===== src/rtl/paraadd_acc_collect.sv =====
`default_nettype none
// ----------------------------------------------------------------------------
// paraadd_acc_collect : per-lane beat accumulator feeding a small output FIFO
// Revision 1.0
// ----------------------------------------------------------------------------
module paraadd_acc_collect #(
    parameter int LANES      = 8,
    parameter int LANE_W     = 16,
    parameter int BEATS      = 4,
    parameter int FIFO_DEPTH = 4
) (
    input  logic                    clk,
    input  logic                    rst,
    input  logic [LANES*LANE_W-1:0] addres_w,
    input  logic                    addres_v_w,
    input  logic                    flush,
    output logic [LANES*LANE_W-1:0] out_data,
    output logic                    out_v,
    input  logic                    out_ready,
    output logic                    stall,
    output logic                    ovf_err,
    output logic [3:0]              beat_cnt
);

    localparam int DATA_W = LANES * LANE_W;
    localparam int PTR_W  = (FIFO_DEPTH > 1) ? $clog2(FIFO_DEPTH) : 1;
    localparam int CNT_W  = $clog2(FIFO_DEPTH + 1);

    logic [DATA_W-1:0] acc_q;
    logic [3:0]        k_q, k_d;
    logic [DATA_W-1:0] sum_w;
    logic [DATA_W-1:0] push_data_w;
    logic              push_w;
    logic              k_last_w;

    logic [DATA_W-1:0] mem_q [FIFO_DEPTH];
    logic [PTR_W-1:0]  rd_ptr_q, wr_ptr_q;
    logic [CNT_W-1:0]  count_q, count_d;
    logic              stall_q, ovf_q;
    logic              pop_w, full_w, wr_w, drop_w;

    // Lanes are added independently so no carry crosses a lane boundary.
    for (genvar l = 0; l < LANES; l++) begin : g_lane
        assign sum_w[l*LANE_W +: LANE_W] = (k_q == 4'd0)
            ? addres_w[l*LANE_W +: LANE_W]
            : acc_q[l*LANE_W +: LANE_W] + addres_w[l*LANE_W +: LANE_W];
    end

    assign k_last_w    = (k_q == 4'(BEATS - 1));
    assign push_w      = (addres_v_w && (k_last_w || flush))
                      || (!addres_v_w && flush && (k_q != 4'd0));
    assign push_data_w = addres_v_w ? sum_w : acc_q;

    always_comb begin
        k_d = k_q;
        if (push_w)
            k_d = 4'd0;
        else if (addres_v_w)
            k_d = k_q + 4'd1;
    end

    always_ff @(posedge clk) begin
        if (rst) begin
            acc_q <= '0;
            k_q   <= 4'd0;
        end else begin
            if (addres_v_w)
                acc_q <= sum_w;
            k_q <= k_d;
        end
    end

    assign pop_w  = (count_q != '0) && out_ready;
    assign full_w = (count_q == CNT_W'(FIFO_DEPTH));
    assign wr_w   = push_w && (!full_w || pop_w);
    assign drop_w = push_w && full_w && !pop_w;

    always_comb begin
        count_d = count_q;
        if (wr_w && !pop_w)
            count_d = count_q + CNT_W'(1);
        else if (!wr_w && pop_w)
            count_d = count_q - CNT_W'(1);
    end

    always_ff @(posedge clk) begin
        if (rst) begin
            rd_ptr_q <= '0;
            wr_ptr_q <= '0;
            count_q  <= '0;
            stall_q  <= 1'b0;
            ovf_q    <= 1'b0;
        end else begin
            if (wr_w)
                wr_ptr_q <= wr_ptr_q + PTR_W'(1);
            if (pop_w)
                rd_ptr_q <= rd_ptr_q + PTR_W'(1);
            count_q <= count_d;
            stall_q <= (count_d >= CNT_W'(FIFO_DEPTH - 1));
            if (drop_w)
                ovf_q <= 1'b1;
        end
    end

    // Storage needs no reset: the head is masked whenever the queue is empty.
    always_ff @(posedge clk) begin
        if (wr_w)
            mem_q[wr_ptr_q] <= push_data_w;
    end

    assign out_v    = (count_q != '0);
    assign out_data = out_v ? mem_q[rd_ptr_q] : '0;
    assign stall    = stall_q;
    assign ovf_err  = ovf_q;
    assign beat_cnt = k_q;

endmodule
`default_nettype wire


===== config.mk =====
export PLATFORM = sky130hd
export DESIGN_NAME = paraadd_acc_collect
export DESIGN_NICKNAME = d
export VERILOG_FILES = /design/src/rtl/paraadd_acc_collect.sv
export SDC_FILE = /design/constraint.sdc
export NUM_CORES = 1
export LEC_CHECK = 0
export BUFFER_PORTS_ARGS = -buffer_cell sky130_fd_sc_hd__buf_2
export CORE_ASPECT_RATIO = 1.25
export CORE_MARGIN = 5
export CORE_UTILIZATION = 67
export CTS_BUF_LIST = sky130_fd_sc_hd__clkbuf_2
export DETAILED_ROUTE_END_ITERATION = 12
export PLACE_DENSITY = 0.85
export SYNTH_ARGS = -nofsm -noshare
export SYNTH_HDL_FRONTEND = slang
export SYNTH_SLANG_ARGS = --single-unit

===== constraint.sdc =====
create_clock -name clk -period 8.14 [get_ports clk]
set_input_delay 0.407 -clock clk [delete_from_list [all_inputs] [get_ports clk]]
set_output_delay 0.407 -clock clk [all_outputs]
set_load 0.1 [all_outputs]

* Word level (Yosys, flattened, before mapping)
Memory sizes are Yosys's and may differ from the RTL's. A register that Yosys moved wholly into a read port is not among the register bits.
Cells that the tools add are included.
** Storage, ports and cells
- Bits in latches :: 0
- Bits of input ports :: 133
- Register bits :: 141
- Memories :: 1
- Bits in writable memories :: 512
- Logic and storage cells :: 60
- Bits in read-only memories :: 0
- Output and inout bits :: 135
** Operators by class
- Reduce and logical (&&, ||, !) cells :: 20
- Shifts and indexed selects :: 0
- Add/subtract/negate cells :: 13
- Equal/unequal tests :: 2
- $mul :: 0
- Bitwise gates (word level) :: 0
- $lt $le $gt $ge :: 1
- Multiplexer cells :: 16
- Divide/modulo/power cells :: 0
** Memories
- mem_q :: depth 4, bits a word 128, read ports 1, clocked after memory_dff 1, write ports 1, line 36 : logic [DATA_W-1:0] mem_q [FIFO_DEPTH];
** Operators by type and width (count)
- two-way mux 128 bit :: 2
- adder 16 bit :: 8
- two-way mux 16 bit :: 8
- logical AND 1 bit :: 9
- two-way mux 3 bit :: 2
- adder 2 x 1 -> 2 bit, second input constant :: 2
- adder 4 x 1 -> 4 bit, second input constant :: 1
- == test 4 x 2 -> 1 bit, second input constant :: 1
- logical NOT 1 bit :: 4
- logical NOT 4 bit :: 1
- two-way mux 2 bit :: 2
- nonzero test 4 bit :: 1
- adder 3 x 1 -> 3 bit, second input constant :: 1
- == test 3 bit, second input constant :: 1
- >= comparator 3 x 2 -> 1 bit, second input constant :: 1
- logical OR 1 bit :: 3
- nonzero test 3 bit :: 1
- subtractor 3 x 1 -> 3 bit, second input constant :: 1
- two-way mux 1 bit :: 2
- OR reduction 2 bit :: 1

* Depth between registers and ports, before layout
- Depth after elaboration :: 10
- Gate-level depth with buffers :: 10
- Depth with buffers taken out :: 10

* Least setup slack after synthesis
Ideal clock, no wire load.
- Path type :: register -> register
- From :: reg k_q[0] (netlist: beat_cnt[0])
- To :: mem mem_q[0][0] in the netlist's numbering (enable)
- Arrival :: 5.037 ns
- Period minus slack after synthesis :: 5.539 ns
- Path slack :: 2.601 ns
- Cell stages (with the launch flop) :: 8
- Path buffers :: 1
- Data required time :: 7.638 ns
- Library setup time :: 0.502 ns
- Cells stage by stage :: dfxtp_1 -> inv_1 -> ha_1 -> nand2_1 -> buf_2 -> a22oi_1 -> nor2_1 -> and2_1
** On the way
- Longest elaborated chain between the ends :: 7
- Elaborated cells on any way between the ends :: 9
- Classes of those cells :: 1 x eq/ne; 2 x mux; 6 x reduce/logical
** RTL lines
- start, declared :: line 30 : logic [3:0] k_q, k_d;
- start signal, assigned :: line 69 : k_q <= k_d;
- == test 4 x 2 -> 1 bit :: line 49 : assign k_last_w = (k_q == 4'(BEATS - 1));
- logical OR 1 bit :: line 50 : assign push_w = (addres_v_w && (k_last_w || flush))
- logical AND 1 bit :: line 50
- logical OR 1 bit (*) :: line 51 : || (!addres_v_w && flush && (k_q != 4'd0));
- logical AND 1 bit (*) :: line 75 : assign wr_w = push_w && (!full_w || pop_w);
- two-way mux 1 bit (*) :: line 107 : if (wr_w)
- two-way mux 1 bit (not written as such) (*) :: line 108 : mem_q[wr_ptr_q] <= push_data_w;
- end, declared :: line 36
Mark *: on every way between the ends. The rest lies on a longest branch, timed or not.

* Worst setup path after layout
- From :: reg count_q[1]
- To :: out out_data[31]
** On the way
- Longest elaborated chain between the ends :: 2
** RTL lines
- start, declared :: line 38 : logic [CNT_W-1:0] count_q, count_d;
- start signal, assigned :: line 98 : count_q <= count_d;
- nonzero test 3 bit :: line 111 : assign out_v = (count_q != '0);
- two-way mux 128 bit :: line 112 : assign out_data = out_v ? mem_q[rd_ptr_q] : '0;
- end, declared :: line 17 : output logic [LANES*LANE_W-1:0] out_data,
Every way passes these cells.

==> summary.md <==
| Metric | Value |
|---|---|
| Setup ws final | `approximately 3.4 ns` |
| CP Launch Type | `flip-flop` |
| Initial DRC Count | `2204` |
| Number of CTS-inserted buffers | `around 150` |
| Status | `finished clean` |
| HP Class | `input port to flip-flop` |
| Reg2Reg Setup Slack | `3.78 ns` |
| Vias per cell | `between 6 and 7` |
| Yosys reg bits | `roughly 660` |
| Sequential Area | `~0.018 mm^2` |
| CTS tree | `yes` |
| I/O Buffers | `267` |
| Critical path class | `flip-flop to primary output` |
| Clock H-tree levels | `4` |
| Hold path depth | `3` |
| Post-synth top area share | `around 49%` |
| EDFF count, synth | `between 500 and 600` |
| Footprint of the multi-input gates | `0.0128 mm^2` |
| Fin. max-slew vios | `0` |
| PwrDens | `~330 mW/mm^2` |
| Cell variety after synth | `between 70 and 80` |
| Period utilization | `57.6%` |
| Ys Warns | `0` |
| Avg WL per Cell | `21.8 um` |
| Critical Path End Type | `primary output` |
| Max-Cap Viols | `0` |
| Gr ovfl total | `0` |
| Crit-path cells | `inv_1, ha_1, nor2b_1, clkinv_2, buf_4, and2_1, buf_2` |
| Bufs on Longest Clock Path | `3` |
| Initial antenna violation count | `2` |
| Clock net sink count | `655` |
| Most frequent cell after synthesis | `edfxtp_1` |
| GR Util All Layers | `31.0%` |
| Pre-CTS setup slack | `between 3 and 4 ns` |
| Largest area contributor in the synthesized netlist | `edfxtp_1` |
| Final min period | `4.69 ns` |
| R2r endpoint | `mem_q[0][71]` |
| Initial core utilization | `67.3%` |
| Root buffer cell | `clkbuf_2` |
| Max Fclk | `213 MHz` |
| DIE AREA | `0.0517 mm^2` |
| Fraction of registers with async set/reset | `0%` |
| Core area | `0.0470 mm^2` |
| Hold Violations, Final | `0` |
| Number of global-route vias before repair | `~24k` |
| Gate Count Post-Synth | `between 2k and 2.5k` |
| Largest net degree at the start of global routing | `about 100` |
| Die height | `approximately 250 um` |
| First-pass DRT Iterations | `9` |
| Req. time, crit path | `slightly below 8 ns` |
| ANT nets after route | `0` |
| Reg2reg path depth | `8` |
| Synth top area cells | `edfxtp_1, mux4_2, dfxtp_1, ha_1, and2_1` |
| Total leakage power | `0.0142 uW` |
| Post-synth top cells | `edfxtp_1, and2_1, nor2_1` |
| Max stage delay on crit path | `0.78 ns` |
| RSZ-0062 raised after global routing | `false` |
| Final net count | `3189` |
| Top Ports | `about 270` |
| Worst r2r src | `beat_cnt[0]` |
| Row count | `89` |
| Clock skew | `0.114 ns` |
| Final-report setup violation count | `0` |
| WL final | `80200 um` |
| WHS Endpoint | `acc_q[63]` |
| Clock Latency Late Sink | `approximately 1.2 ns` |
| Syn Nets | `2727` |
| Detailed Place HPWL | `just under 50000 um` |
| Remaining DRCs | `0` |
| Routability cong. | `approximately 0.90` |
| Die W | `204 um` |
| Post-CTS Setup Repair Bufs | `0` |
| Setup TNS | `0 ns` |
| Area Overhead vs Synth | `15.3%` |
| Rel. slew slack | `roughly a fifth` |
| Clock slew seen by the registers of the worst setup and hold paths | `0.11 ns` |
| Final Util | `77.6%` |
| Layout cells sized above 1 | `23.0%` |
| Synth Flop Type | `edfxtp_1` |
| Avg Cell Area, Syn | `12.9 um^2` |
| Filler Cells Inserted | `2800` |
| WHS | `0.157 ns` |
| Hold_sp | `addres_w[63]` |
| Crit path DAT | `4.29 ns` |
| Critical-path top delay cell | `buf_4` |
| Sequential area share after synthesis | `between 50% and 60%` |
| Vias | `about 23k` |
| Max IR drop VDD | `0.000445 V` |
| Cell area after synthesis | `0.0316 mm^2` |
| First-pass GRT wire length | `125000 um` |
| Critical path peak fanout | `86` |
| Worst Tran Pin Value | `approximately 1.2 ns` |
==> layer usage <==
layer  global-route usage, %  vias to the layer above  wire length (um)
li1                        -                    10400                 -
met1                    38.2                    11200             29100
met2                    53.3                     1163             40800
met3                    6.24                      255              6970
met4                    14.4                        0              3370
met5                       0                        -                 0
==> state kept, by name, summed over array words and instances (netlist names), named ones only <==
name      cells
acc_q       128
stall         1
wr_ptr_q      2
count_q       3
rd_ptr_q      2
mem_q       512
beat_cnt      4
ovf_err       1
==> report_power, final <==
group / total [uW] / switching (uW) / internal, uW / leakage, uW
clock network: 2180 / 1270 / 916 / 0.00110
logic: 5690 / 4360 / 1330 / 0.00725
registers: 4100 / 177 / 3920 / 0.00588
==> how the worst max path moves through the flow <==
stage               depth (start not counted)  slack [ns]            to         from
CTS                                         7        3.41  out_data[24]   count_q[1]
finish                                      7        3.45  out_data[31]   count_q[1]
detailed placement                          8        3.82  mem_q[0][35]  beat_cnt[0]
global route                                7        3.19  out_data[27]   count_q[1]
global placement                            8        3.96  mem_q[0][33]  beat_cnt[0]
floorplan                                   7        2.60   mem_q[0][0]  beat_cnt[0]
==> per-stage QoR <==
step           total power (uW)  instances  instance area (um^2)
2_1_floorplan              8710       2457                 31600
3_3_place_gp               9660       3255                 33500
3_5_place_dp               9750       3255                 33500
4_1_cts                   12000       3676                 36500
5_1_grt                   12400       3678                 36500
6_report                  12000       3679                 36500
==> timing repair <==
action                    in CTS  in global routing
gates resized for setup        0                  0
hold buffers                 152                  0
hold endpoints to repair     655                  0
==> cell type report <==
| class | count | share of cell area [%] |
|---|---|---|
| Timing Repair Buffer | 437 | 8.27 |
| Inverter | 35 | 0.364 |
| Sequential cell | 655 | 50.0 |
| Clock inverter | 48 | 0.971 |
| Clock buffer | 221 | 3.03 |
| Antenna cell | 3 | 0.0206 |
| Tap cell | 637 | 2.19 |
| Multi-Input combinational cell | 1643 | 35.1 |
==> cells in the final DEF, fill, tap and decap left out, types with 29 or more instances in the layout <==
cell type	n
edfxtp_1	512
buf_2	266
clkbuf_2	221
nor2_1	210
and2_1	205
a21oi_1	192
dlygate4sd3_1	152
nand2_1	151
dfxtp_1	141
ha_1	129
mux4_2	128
o21ai_0	62
a31oi_1	49
xnor2_1	47
a21o_1	45
a211oi_1	42
nor3_1	41
xor2_1	41
nand3_1	36
inv_1	33
and3_1	29
clkinv_1	29
==> worst max-delay path, delay by kind of cell (launching register included) <==
family,cells,cell delay [ns]
adder cells (fa/ha/maj),1,0.29
buffers and inverters,4,1.87
flip-flops,1,0.42
AND/OR/NAND/NOR,2,0.54
==> cell families after synthesis <==
group                      after synthesis  synth area share (%)
xor gates and xnor gates                88                  2.44
AOI/OAI and AO/OA                      506                  10.2
buffers and inverters                  159                  1.91
adders and majority gates              137                  5.61
and+or+nand+nor                        738                  11.5
muxes                                  174                  10.7
DFF                                    655                  57.7
Note: power is estimated with default switching activity, not from simulation.
